File: src/rtl/trivium_stream.sv
// Trivium keystream generator: runtime key/IV load, WIDTH steps per clock,
// INIT_ROUNDS warm-up steps, valid/ready keystream output.
module trivium_stream #(
    parameter int WIDTH       = 1,
    parameter int INIT_ROUNDS = 1152
) (
    input  logic             clk,
    input  logic             rst,
    input  logic [79:0]      key_in,
    input  logic [79:0]      iv_in,
    input  logic             start,
    input  logic             stop,
    output logic             busy,
    output logic             ks_valid,
    input  logic             ks_ready,
    output logic [WIDTH-1:0] ks_data,
    output logic [1:0]       dbg_state_o
);

    localparam int CW = $clog2(INIT_ROUNDS) + 1;
    localparam logic [CW-1:0] CNT_STEP = CW'(WIDTH);
    localparam logic [CW-1:0] CNT_LAST = CW'(INIT_ROUNDS - WIDTH);

    typedef enum logic [1:0] {
        ST_IDLE = 2'd0,
        ST_INIT = 2'd1,
        ST_RUN  = 2'd2
    } state_t;

    // Handshake: a word transfers on a rising edge where ks_valid & ks_ready;
    // ks_data and ks_valid hold steady while ks_valid & !ks_ready.

    state_t            state_q, state_d;
    logic [287:0]      s_q, s_d;        // s_q[i-1] holds s(i)
    logic [CW-1:0]     cnt_q, cnt_d;
    logic [WIDTH-1:0]  data_q, data_d;
    logic              valid_q, valid_d;
    logic [287:0]      s_adv;
    logic [WIDTH-1:0]  z_w;
    logic [287:0]      s_load;

    // Returns {z, next_state} for one Trivium step.
    function automatic logic [288:0] trivium_step(input logic [287:0] s);
        logic t1, t2, t3, z;
        t1 = s[65] ^ s[92];
        t2 = s[161] ^ s[176];
        t3 = s[242] ^ s[287];
        z  = t1 ^ t2 ^ t3;
        t1 = t1 ^ (s[90] & s[91]) ^ s[170];
        t2 = t2 ^ (s[174] & s[175]) ^ s[263];
        t3 = t3 ^ (s[285] & s[286]) ^ s[68];
        return {z, s[286:177], t2, s[175:93], t1, s[91:0], t3};
    endfunction

    always_comb begin
        s_load          = '0;
        s_load[79:0]    = key_in;
        s_load[172:93]  = iv_in;
        s_load[287:285] = 3'b111;
    end

    always_comb begin
        logic [288:0] r;
        s_adv = s_q;
        z_w   = '0;
        r     = '0;
        for (int j = 0; j < WIDTH; j++) begin
            r      = trivium_step(s_adv);
            z_w[j] = r[288];
            s_adv  = r[287:0];
        end
    end

    always_comb begin
        state_d = state_q;
        s_d     = s_q;
        cnt_d   = cnt_q;
        data_d  = data_q;
        valid_d = valid_q;
        if (start) begin
            s_d     = s_load;
            cnt_d   = '0;
            valid_d = 1'b0;
            state_d = ST_INIT;
        end else if (stop) begin
            valid_d = 1'b0;
            state_d = ST_IDLE;
        end else begin
            case (state_q)
                ST_IDLE: valid_d = 1'b0;
                ST_INIT: begin
                    s_d   = s_adv;
                    cnt_d = cnt_q + CNT_STEP;
                    if (cnt_q == CNT_LAST) state_d = ST_RUN;
                end
                ST_RUN: begin
                    // Advance only when the held word is gone or being taken.
                    if (!valid_q || ks_ready) begin
                        s_d     = s_adv;
                        data_d  = z_w;
                        valid_d = 1'b1;
                    end
                end
                default: state_d = ST_IDLE;
            endcase
        end
    end

    always_ff @(posedge clk or negedge rst) begin
        if (!rst) begin
            state_q <= ST_IDLE;
            s_q     <= '0;
            cnt_q   <= '0;
            data_q  <= '0;
            valid_q <= 1'b0;
        end else begin
            state_q <= state_d;
            s_q     <= s_d;
            cnt_q   <= cnt_d;
            data_q  <= data_d;
            valid_q <= valid_d;
        end
    end

    assign busy        = (state_q == ST_INIT);
    assign ks_valid    = valid_q;
    assign ks_data     = data_q;
    assign dbg_state_o = state_q;

endmodule

File: config.mk
export PLATFORM = sky130hd
export DESIGN_NAME = trivium_stream
export DESIGN_NICKNAME = d
export VERILOG_FILES = /design/src/rtl/trivium_stream.sv
export SDC_FILE = /design/constraint.sdc
export NUM_CORES = 1
export LEC_CHECK = 0
export BUFFER_PORTS_ARGS = -buffer_cell sky130_fd_sc_hd__buf_2
export CORE_MARGIN = 4
export CORE_UTILIZATION = 37
export DETAILED_ROUTE_END_ITERATION = 7
export PLACE_DENSITY = 0.61
export SLEW_MARGIN = 10
export SYNTH_ARGS = -nofsm -noshare
export SYNTH_HDL_FRONTEND = slang
export SYNTH_SLANG_ARGS = --single-unit
File: constraint.sdc
create_clock -name clk -period 3.15 [get_ports clk]
set_clock_uncertainty 0.05 [all_clocks]
set_input_delay 0.63 -clock clk [delete_from_list [all_inputs] [get_ports clk]]
set_output_delay 0.63 -clock clk [all_outputs]
set_load 0.01 [all_outputs]
==> impl_metrics.csv <==
group,metric,value,unit
clocking,cts_hold_buf,0,
floorplanning,io_pins,170,
power_and_ir_drop,leakage,7.478,nW
worst_setup_path,start_kind,"register",
flow_run,drv_cap,0,
logic_synthesis,ys_ff_latch,304,
final_layout,fin_util,44.79,%
place,dp_hpwl,16660,µm
worst_setup_path,r2r_cells,6,
sta,maxSlewHeadroom,54.74,%
logic_synthesis,syn_avg_cell_area,14.19,µm²
drt,ant_nets,0,
worst_setup_path,endpoint_kind,"register",
final_layout,drive_above_1_share,42.47,%
logic_synthesis,ys_top_cells_by_count,"dfrtp_1 (304), mux2_2 (243), mux2_1 (155), nor2b_1 (82), a22o_1 (44)",
clocking,clockBufferDepth,3,
floorplanning,die_y,202.0,µm
worst_setup_path,path_class,"register to register",
grt,grt_util_all_layers,12.65,%
floorplanning,core,36870,µm²
floorplanning,die_area,40820,µm²
drt,vias,8036,
sta,max_freq,440.9,MHz
status,status,"finished clean",
floorplanning,initial_utilization,37.78,%
logic_synthesis,yosysWarnings,0,
drt,dr.pass1.iters,4,
floorplanning,chipWidth,202.0,µm
sta,setup_viol,0,
logic_synthesis,syn-cell-area,13930,µm²
place,dp.cells,1609,
grt,gr-total-overflow,0,
logic_synthesis,ys.flop_type,"dfrtp_1",
place,gp_congestion,0.7025,
clocking,cts_sinks,304,
worst_setup_path,r2r-end,"s_q[146]$_DFFE_PN0P_",
grt,grt_pass1_wl,43640,µm
grt,grt_start_max_net_pins,116,
final_layout,syn2layout_area_growth,18.54,%
sta,slew_violations,0,
worst_setup_path,r2r_slack,0.88,ns
clocking,htree_levels,2,
final_layout,fin_nets,1308,
drt,routed_wl,25950,µm
drt,drc_errors,0,
worst_setup_path,critPathSlowestCell,"buf_4",
grt,grt_antenna_before_repair,0,
clocking,cts_tree,"built",
sta,period_minus_slack,2.268,ns
sta,finalCritPeriodShare,72.01,%
logic_synthesis,yosysTopAreaCell,"dfrtp_1",
logic_synthesis,synthCells,982,
sta,final_hold_viol_count,0,
logic_synthesis,synth_area_leaders,"dfrtp_1 (55%), mux2_2 (20%), mux2_1 (13%)",
place,portBuffers,169,
clocking,clkTransAtPathRegs,0.06,ns
grt,grt_pass1_vias,8385,
power_and_ir_drop,vdd_drop_max,0.3827,mV
logic_synthesis,async_reset_ff_share,100.0,%
logic_synthesis,synth_edf_count,0,
logic_synthesis,syn_nets,1148,
drt,wl_per_cell,15.52,µm
logic_synthesis,synth.most_common_cell,"dfrtp_1",
clocking,cts_root_buffer,"clkbuf_16",
clocking,cts_resized,0,
sta,tightest_slew,0.6789,ns
power_and_ir_drop,p_per_area,589.0,nW/µm²
floorplanning,row_count,70,
drt,via_per_inst,4.806,
final_layout,antenna_cells,0,
clocking,clock_latency,0.52,ns
logic_synthesis,synth_seq_area_share,54.60,%
sta,rsz0062_at_grt,"false",
worst_setup_path,r2r_start,"dbg_state_o[1]$_DFFE_PN0P_",
logic_synthesis,synth.top_cell.area_share,54.60,%
logic_synthesis,synth.distinct_cells,36,
drt,drt-initial-drc-count,325,
worst_setup_path,cp.required,3.50,ns
clocking,cts_buffers,35,
min_path,hp-class,"input port to async pin",
worst_setup_path,arrival,2.62,ns
clocking,post_cts_buffers,0,
worst_setup_path,cp_slowest_stage_delay,0.49,ns
final_layout,final_cells,1672,
worst_setup_path,crit_chain,"nand2b_4 -> inv_2 -> a21o_1 -> a21o_4 -> buf_4 -> mux2_1",
sta,fin_setup_tns,0,ns
worst_setup_path,critPathMaxFanout,39,
-- how the worst max path moves through the flow --
stage	start	endpoint	slack, ns	depth (start not counted)
final	dbg_state_o[1]$_DFFE_PN0P_	s_q[146]$_DFFE_PN0P_	0.88	6
after global routing	dbg_state_o[1]$_DFFE_PN0P_	s_q[146]$_DFFE_PN0P_	0.68	6
after CTS	dbg_state_o[1]$_DFFE_PN0P_	s_q[146]$_DFFE_PN0P_	0.84	6
after detailed placement	ks_ready	s_q[146]$_DFFE_PN0P_	0.68	6
after global placement	ks_ready	s_q[146]$_DFFE_PN0P_	0.70	6
after floorplan	start	s_q[122]$_DFFE_PN0P_	0.91	5
-- metrics by stage --
stage	power, mW	setup WS (ns)	hold slack [ns]	area [µm²]
floorplan	5.390	0.9098	0.2844	13930
global placement	5.737	0.7046	0.4109	15340
detailed placement	5.789	0.6832	0.4165	15340
CTS	9.922	0.8449	0.1025	16510
global route	10.25	0.6831	0.1410	16510
finish	9.727	0.8817	0.09771	16510
-- layout make-up --
cell class              instances  area (µm²)
clock buffers                  52        1081
fillers                      3324       20360
clock inverters                11       97.59
inverters                       3       11.26
flip-flops and latches        304        7607
multi-input cells             610        5953
repair buffers                188        1134
well taps                     504       630.6
-- placed cells by master (no fill, tap or decap), types with 12 or more instances in the layout --
| cell | count |
|---|---|
| dfrtp_1 | 304 |
| mux2_2 | 243 |
| buf_2 | 167 |
| mux2_1 | 155 |
| nor2b_1 | 82 |
| a22o_1 | 44 |
| clkbuf_16 | 36 |
| xnor2_1 | 18 |
| nor2_1 | 12 |
| clkbuf_8 | 12 |
-- worst max-delay path, delay by kind of cell, from the launching register on --
kind | cells | cell delay, ns
AOI/OAI and AO/OA | 2 | 0.47
buffers and inverters | 2 | 0.57
DFF | 1 | 0.43
muxes | 1 | 0.38
and+or+nand+nor | 1 | 0.21
-- report_power, final --
part	switching, mW	leakage (nW)	internal (mW)
combinational	0.474	3.03	0.674
clock	1.58	0.588	2.46
sequential	0.205	3.86	4.33
-- flip-flops by register name, indices dropped and copies added, names as in the netlist --
signal and count:
cnt_q 12, s_q 288, dbg_state_o 2, ks_valid 1
ks_data 1
-- metal layers --
metal	GRT usage [%]	vias up	wire, µm
met5	0	-	0
met4	3.394	0	480
met3	2.166	33	848
met2	20.87	102	12590
met1	17.37	4084	12030
li1	-	3817	-
-- cells by family (layout without fill, tap and decap cells) --
kind of cell | Yosys count | count (layout) | share of synthesized area, %
AO/OA/AOI/OAI | 58 | 58 | 3.493
XOR/XNOR | 21 | 21 | 1.320
flip-flops | 304 | 304 | 54.60
adder cells (fa/ha/maj) | 1 | 1 | 0.08979
buffers and inverters | 68 | 254 | 2.748
AND/OR/NAND/NOR | 132 | 132 | 5.577
multiplexers | 398 | 398 | 32.17
Power figures use the tool's default switching activity.
